==> src/rtl/router_fsm_ctrl_if.sv <==
// Signal bundle between the router input-port controller and its neighbours
// (source, synchronizer, register block). The FSM sits on the slave modport.
interface router_fsm_ctrl_if;
   // Handshake: the source presents a byte while pkt_valid=1, and that byte is
   // taken on a rising clk edge only when busy=0; with busy=1 it holds the byte.
   logic       pkt_valid;
   logic [1:0] din;
   logic       fifo_full;
   logic       e0;
   logic       e1;
   logic       e2;
   logic       sr0;
   logic       sr1;
   logic       sr2;
   logic       parity_done;
   logic       low_pkt_valid;

   logic       busy;
   logic       detect_addr;
   logic       lfd_state;
   logic       ld_state;
   logic       laf_state;
   logic       full_state;
   logic       write_enb_reg;
   logic       rst_int_reg;
   logic [3:0] state_dbg;

   modport master (
      output pkt_valid, din, fifo_full, e0, e1, e2, sr0, sr1, sr2,
             parity_done, low_pkt_valid,
      input  busy, detect_addr, lfd_state, ld_state, laf_state, full_state,
             write_enb_reg, rst_int_reg, state_dbg
   );

   modport slave (
      input  pkt_valid, din, fifo_full, e0, e1, e2, sr0, sr1, sr2,
             parity_done, low_pkt_valid,
      output busy, detect_addr, lfd_state, ld_state, laf_state, full_state,
             write_enb_reg, rst_int_reg, state_dbg
   );
endinterface

==> src/rtl/router_fsm_ctrl.sv <==
// Packet-reception FSM for the 1x3 router input port (Moore outputs).
// Optional feature macro: ROUTER_FSM_BAD_ADDR_DROP_EN (drop packets addressed to 3).
module router_fsm_ctrl (
   input logic              clk,
   input logic              rst,
   router_fsm_ctrl_if.slave bus
);

   typedef enum logic [3:0] {
      DECODE_ADDRESS     = 4'd0,
      LOAD_FIRST_DATA    = 4'd1,
      LOAD_DATA          = 4'd2,
      FIFO_FULL_STATE    = 4'd3,
      LOAD_AFTER_FULL    = 4'd4,
      LOAD_PARITY        = 4'd5,
      CHECK_PARITY_ERROR = 4'd6,
      WAIT_TILL_EMPTY    = 4'd7
`ifdef ROUTER_FSM_BAD_ADDR_DROP_EN
      ,
      DROP_PACKET        = 4'd8
`endif
   } state_t;

   state_t     state;
   state_t     state_next;
   logic [1:0] addr_q;
   logic       din_empty;
   logic       sel_empty;
   logic       sel_sr;
   logic       abortable;

   // Header decode looks at the live address; later states use the captured one.
   always_comb begin
      din_empty = 1'b0;
      case (bus.din)
         2'd0:    din_empty = bus.e0;
         2'd1:    din_empty = bus.e1;
         2'd2:    din_empty = bus.e2;
         default: din_empty = 1'b0;
      endcase
   end

   always_comb begin
      sel_empty = 1'b0;
      sel_sr    = 1'b0;
      case (addr_q)
         2'd0:    begin sel_empty = bus.e0; sel_sr = bus.sr0; end
         2'd1:    begin sel_empty = bus.e1; sel_sr = bus.sr1; end
         2'd2:    begin sel_empty = bus.e2; sel_sr = bus.sr2; end
         default: begin sel_empty = 1'b0;   sel_sr = 1'b0;    end
      endcase
   end

`ifdef ROUTER_FSM_BAD_ADDR_DROP_EN
   assign abortable = (state != DECODE_ADDRESS) && (state != DROP_PACKET);
`else
   assign abortable = (state != DECODE_ADDRESS);
`endif

   always_ff @(posedge clk or posedge rst) begin
      if (rst) begin
         state  <= DECODE_ADDRESS;
         addr_q <= 2'd0;
      end else begin
         state <= state_next;
         if (state == DECODE_ADDRESS && bus.pkt_valid && state_next != DECODE_ADDRESS)
            addr_q <= bus.din;
      end
   end

   always_comb begin
      state_next = state;
      case (state)
         DECODE_ADDRESS: begin
            if (bus.pkt_valid && bus.din != 2'd3)
               state_next = din_empty ? LOAD_FIRST_DATA : WAIT_TILL_EMPTY;
`ifdef ROUTER_FSM_BAD_ADDR_DROP_EN
            else if (bus.pkt_valid)
               state_next = DROP_PACKET;
`endif
         end
         LOAD_FIRST_DATA: state_next = LOAD_DATA;
         LOAD_DATA: begin
            if (bus.fifo_full)
               state_next = FIFO_FULL_STATE;
            else if (!bus.pkt_valid)
               state_next = LOAD_PARITY;
         end
         FIFO_FULL_STATE: begin
            if (!bus.fifo_full)
               state_next = LOAD_AFTER_FULL;
         end
         LOAD_AFTER_FULL: begin
            if (bus.parity_done)
               state_next = DECODE_ADDRESS;
            else if (bus.low_pkt_valid)
               state_next = LOAD_PARITY;
            else
               state_next = LOAD_DATA;
         end
         LOAD_PARITY: state_next = CHECK_PARITY_ERROR;
         CHECK_PARITY_ERROR:
            state_next = bus.fifo_full ? FIFO_FULL_STATE : DECODE_ADDRESS;
         WAIT_TILL_EMPTY: begin
            if (sel_empty)
               state_next = LOAD_FIRST_DATA;
         end
`ifdef ROUTER_FSM_BAD_ADDR_DROP_EN
         DROP_PACKET: begin
            if (!bus.pkt_valid)
               state_next = DECODE_ADDRESS;
         end
`endif
         default: state_next = DECODE_ADDRESS;
      endcase
      // A soft reset of the addressed FIFO abandons the packet from any state.
      if (abortable && sel_sr)
         state_next = DECODE_ADDRESS;
   end

   always_comb begin
      bus.detect_addr   = 1'b0;
      bus.lfd_state     = 1'b0;
      bus.ld_state      = 1'b0;
      bus.laf_state     = 1'b0;
      bus.full_state    = 1'b0;
      bus.rst_int_reg   = 1'b0;
      bus.write_enb_reg = 1'b0;
      bus.busy          = 1'b0;
      case (state)
         DECODE_ADDRESS:     bus.detect_addr = 1'b1;
         LOAD_FIRST_DATA:    begin bus.lfd_state = 1'b1; bus.busy = 1'b1; end
         LOAD_DATA:          begin bus.ld_state = 1'b1; bus.write_enb_reg = 1'b1; end
         FIFO_FULL_STATE:    begin bus.full_state = 1'b1; bus.busy = 1'b1; end
         LOAD_AFTER_FULL: begin
            bus.laf_state     = 1'b1;
            bus.write_enb_reg = 1'b1;
            bus.busy          = 1'b1;
         end
         LOAD_PARITY:        begin bus.write_enb_reg = 1'b1; bus.busy = 1'b1; end
         CHECK_PARITY_ERROR: begin bus.rst_int_reg = 1'b1; bus.busy = 1'b1; end
         WAIT_TILL_EMPTY:    bus.busy = 1'b1;
         default:            ;
      endcase
   end

   assign bus.state_dbg = state;

endmodule

==> src/flat_wrapper.sv <==
// flat-port wrapper written by rule: the top's interface ports become plain ports
module router_fsm_ctrl_flat 
  (clk, rst, bus_pkt_valid, bus_din, bus_fifo_full, bus_e0, bus_e1, bus_e2, bus_sr0, bus_sr1, bus_sr2, bus_parity_done, bus_low_pkt_valid, bus_busy, bus_detect_addr, bus_lfd_state, bus_ld_state, bus_laf_state, bus_full_state, bus_write_enb_reg, bus_rst_int_reg, bus_state_dbg);
  router_fsm_ctrl_if bus_i ();
  input logic clk;
  input logic rst;
  input wire logic [$bits(bus_i.pkt_valid)-1:0] bus_pkt_valid;
  input wire logic [$bits(bus_i.din)-1:0] bus_din;
  input wire logic [$bits(bus_i.fifo_full)-1:0] bus_fifo_full;
  input wire logic [$bits(bus_i.e0)-1:0] bus_e0;
  input wire logic [$bits(bus_i.e1)-1:0] bus_e1;
  input wire logic [$bits(bus_i.e2)-1:0] bus_e2;
  input wire logic [$bits(bus_i.sr0)-1:0] bus_sr0;
  input wire logic [$bits(bus_i.sr1)-1:0] bus_sr1;
  input wire logic [$bits(bus_i.sr2)-1:0] bus_sr2;
  input wire logic [$bits(bus_i.parity_done)-1:0] bus_parity_done;
  input wire logic [$bits(bus_i.low_pkt_valid)-1:0] bus_low_pkt_valid;
  output wire logic [$bits(bus_i.busy)-1:0] bus_busy;
  output wire logic [$bits(bus_i.detect_addr)-1:0] bus_detect_addr;
  output wire logic [$bits(bus_i.lfd_state)-1:0] bus_lfd_state;
  output wire logic [$bits(bus_i.ld_state)-1:0] bus_ld_state;
  output wire logic [$bits(bus_i.laf_state)-1:0] bus_laf_state;
  output wire logic [$bits(bus_i.full_state)-1:0] bus_full_state;
  output wire logic [$bits(bus_i.write_enb_reg)-1:0] bus_write_enb_reg;
  output wire logic [$bits(bus_i.rst_int_reg)-1:0] bus_rst_int_reg;
  output wire logic [$bits(bus_i.state_dbg)-1:0] bus_state_dbg;
  assign bus_i.pkt_valid = bus_pkt_valid;
  assign bus_i.din = bus_din;
  assign bus_i.fifo_full = bus_fifo_full;
  assign bus_i.e0 = bus_e0;
  assign bus_i.e1 = bus_e1;
  assign bus_i.e2 = bus_e2;
  assign bus_i.sr0 = bus_sr0;
  assign bus_i.sr1 = bus_sr1;
  assign bus_i.sr2 = bus_sr2;
  assign bus_i.parity_done = bus_parity_done;
  assign bus_i.low_pkt_valid = bus_low_pkt_valid;
  assign bus_busy = bus_i.busy;
  assign bus_detect_addr = bus_i.detect_addr;
  assign bus_lfd_state = bus_i.lfd_state;
  assign bus_ld_state = bus_i.ld_state;
  assign bus_laf_state = bus_i.laf_state;
  assign bus_full_state = bus_i.full_state;
  assign bus_write_enb_reg = bus_i.write_enb_reg;
  assign bus_rst_int_reg = bus_i.rst_int_reg;
  assign bus_state_dbg = bus_i.state_dbg;
  router_fsm_ctrl u_core (.clk(clk), .rst(rst), .bus(bus_i));
endmodule
==> config.mk <==
export PLATFORM = sky130hd
export DESIGN_NAME = router_fsm_ctrl_flat
export DESIGN_NICKNAME = d
export VERILOG_FILES = /design/src/rtl/router_fsm_ctrl_if.sv /design/src/rtl/router_fsm_ctrl.sv /design/src/flat_wrapper.sv
export SDC_FILE = /design/constraint.sdc
export NUM_CORES = 1
export LEC_CHECK = 0
export ABC_AREA = 1
export BUFFER_PORTS_ARGS = -buffer_cell sky130_fd_sc_hd__buf_2
export CORE_AREA = 2 2 39 41
export DETAILED_ROUTE_END_ITERATION = 8
export DIE_AREA = 0 0 41 43
export PLACE_DENSITY_LB_ADDON = 0.25
export SLEW_MARGIN = 20
export SYNTH_ARGS = -nofsm -noshare
export SYNTH_HDL_FRONTEND = slang
export SYNTH_SLANG_ARGS = --single-unit
==> constraint.sdc <==
create_clock -name clk -period 2.5 [get_ports clk]
set_clock_uncertainty 0.15 [all_clocks]
set_input_delay 0.25 -clock clk [delete_from_list [all_inputs] [get_ports clk]]
set_output_delay 0.25 -clock clk [all_outputs]
set_load 0.005 [all_outputs]
==> flow_summary.ini <==
[timing]
grt_setup_unrepaired = false
tns_ps = 0
slew_violations = 0
timing.fmax_mhz = 600
hold_viol_final = 0
post-route-period-util = 0.667
finalSetupViolCount = 0
finalCriticalPeriod_ps = 1670

[die]
initial_core_util = 0.406
die_w_um = 41
die_h_um = 43
coreArea_um2 = 1380
die-area_um2 = 1760
fp-row-count = 14
ios = 26

[grt]
grt_pass1_wl_um = 2190
grt_pass1_vias = 573
antenna_found_initial = 0
track_usage = 0.180
overflow = 0
grt_max_degree = 9

[yosys]
ys_ff_latch = 6
yosysSeqAreaShare = 0.267
synth_cells = 94
ys.flop_type = dfrtp_1
synth_cell_type_count = 18
yosys_warnings = 0
async_reset_ff_frac = 1.00
syn-num-nets = 108
netlist_area_um2 = 562
synth_edf_count = 0
synth.avg_cell_area_um2 = 5.98

[pwr]
total_power_uw = 484
vdd_ir_drop_max_mv = 0.374
power_density_nw_per_um2 = 655
leakage_nw = 0.456

[worst_setup_path]
cp.required_ps = 2100
cp_max_fo = 7
cpMaxStageDelayCell = dfrtp_1
crit_buf_inv = 2
start_kind = flop
crit_chain = inv_2 -> nor2_2 -> nand2_2 -> o21ai_0 -> buf_2
worstRegToRegCells = 7
rrSetupSlack_ps = 1050
path_class = reg2out
worstSetupEndpointType = output port
crit-reg2reg-launch = u_core.bus.state_dbg[2]$_DFF_PP0_
cp_slowest_stage_delay_ps = 490
critPathTopFamily = flip-flops
r2r_end = u_core.bus.state_dbg[1]$_DFF_PP0_
cp.arrival_ps = 1270

[final_layout]
finalNonFillerCells = 139
final_nets = 139
drive_gt1_frac = 0.341
antennaDiodeCount = 0
area_growth_pct = 31.6
final_core_util = 0.534

[place]
dp_cells = 135
gp_congestion = 0.835
io_buffers = 25
dpl.hpwl_um = 1160

[min_path]
min_from = bus_din[1]
hold_path.class = in2reg
whs_endpoint = u_core.addr_q[1]$_DFFE_PP0P_
min_path_cells = 3

[routing]
ant_nets = 0
dr_total_vias = 689
wirelength_um = 1360
drtPass1Iterations = 4
drtIter0Drc = 35
drc = 0
wl_per_cell_um = 9.78
vias_per_cell = 4.96

[clock_network]
cts_root_buffer = clkbuf_4
clock_path_buffers = 2
cts_made_buffers = 3
clk_pin_slew_worst_paths_ps = 40
tritoncts = built
clk_latency_ps = 230
h-tree-depth = 1
cts_num_sinks = 6

[run_status]
status = complete, no violations

[flow_run]
maxCapViolations = 0
-- state kept, by name, indices dropped and copies added, names as in the netlist --
register,flops
u_core.bus.state_dbg,4
u_core.addr_q,2
-- layout make-up --
cell class | count | area (um2)
Clock buffer | 3 | 22.5
Fill cell | 155 | 644
Inverter | 17 | 63.8
Multi-Input combinational cell | 71 | 348
Sequential cell | 6 | 150
Tap cell | 16 | 20.0
Timing Repair Buffer | 26 | 135
-- synthesized netlist by cell type, types with 2 or more instances --
library cell,n,area [um2]
inv_2,5,18.8
o21ai_0,4,20.0
nand2_2,4,25.0
dfrtp_1,6,150
o21ai_1,3,15.0
nor2_1,17,63.8
nor2_2,2,12.5
nand3_1,16,80.1
inv_1,12,45.0
nand2_1,17,63.8
-- metrics by stage --
step | worst slack [ps] | cell area (um2) | hold WS [ps]
after floorplan | 1170 | 562 | -109
after detailed placement | 1060 | 707 | 14.4
final | 833 | 739 | 168
after CTS | 836 | 739 | 151
after global placement | 1070 | 707 | 12.6
after global routing | 759 | 739 | 160
-- cells in the final DEF, fill, tap and decap left out, types with 2 or more instances in the layout --
master | synthesis | routed
buf_2 | 0 | 25
clkbuf_4 | 0 | 3
dfrtp_1 | 6 | 6
inv_1 | 12 | 12
inv_2 | 5 | 5
nand2_1 | 17 | 17
nand2_2 | 4 | 4
nand3_1 | 16 | 16
nor2_1 | 17 | 17
nor2_2 | 2 | 2
o21ai_0 | 4 | 4
o21ai_1 | 3 | 3
-- where the power goes --
part           internal (mW)  switching, mW
sequential             0.126         0.0417
combinational         0.0913          0.143
clock                 0.0539         0.0287
-- layer usage --
metal | up-vias | share of wire | GRT usage
met1 | 314 | 0.46 | 0.241
met5 | - | 0 | 0
li1 | 355 | - | -
met3 | 0 | 0.070 | 0.0157
met2 | 20 | 0.47 | 0.281
met4 | 0 | 0 | 0.0800
-- worst min-delay path, stage by stage --
cell,delay (ps)
buf_2,120
nand2_1,60
o21ai_1,70
-- cells by family after synthesis --
kind of cell	after synthesis	synth area share
AND/OR/NAND/NOR	61	0.512
buffers and inverters	17	0.114
AO/OA/AOI/OAI	9	0.100
flip-flops	6	0.267
other	1	0.00668
-- worst max path at each step --
stage                                 startpoint                                end  slack, ps  cells after the start
3_5_place_dp   u_core.bus.state_dbg[2]$_DFF_PP0_  u_core.bus.state_dbg[1]$_DFF_PP0_       1060                      7
6_report       u_core.bus.state_dbg[1]$_DFF_PP0_                  bus_write_enb_reg        830                      5
2_1_floorplan  u_core.bus.state_dbg[2]$_DFF_PP0_  u_core.bus.state_dbg[2]$_DFF_PP0_       1170                      7
4_1_cts        u_core.bus.state_dbg[1]$_DFF_PP0_                  bus_write_enb_reg        840                      5
5_1_grt        u_core.bus.state_dbg[1]$_DFF_PP0_                  bus_write_enb_reg        760                      5
3_3_place_gp   u_core.bus.state_dbg[2]$_DFF_PP0_  u_core.bus.state_dbg[1]$_DFF_PP0_       1070                      7
-- timing repair --
action                                 in CTS  in global routing
endpoints found under the hold margin       6                  0
buffers inserted                            0                  0
gates resized for setup                     0                  0
hold buffers                                1                  0
Power figures use the tool's default switching activity.
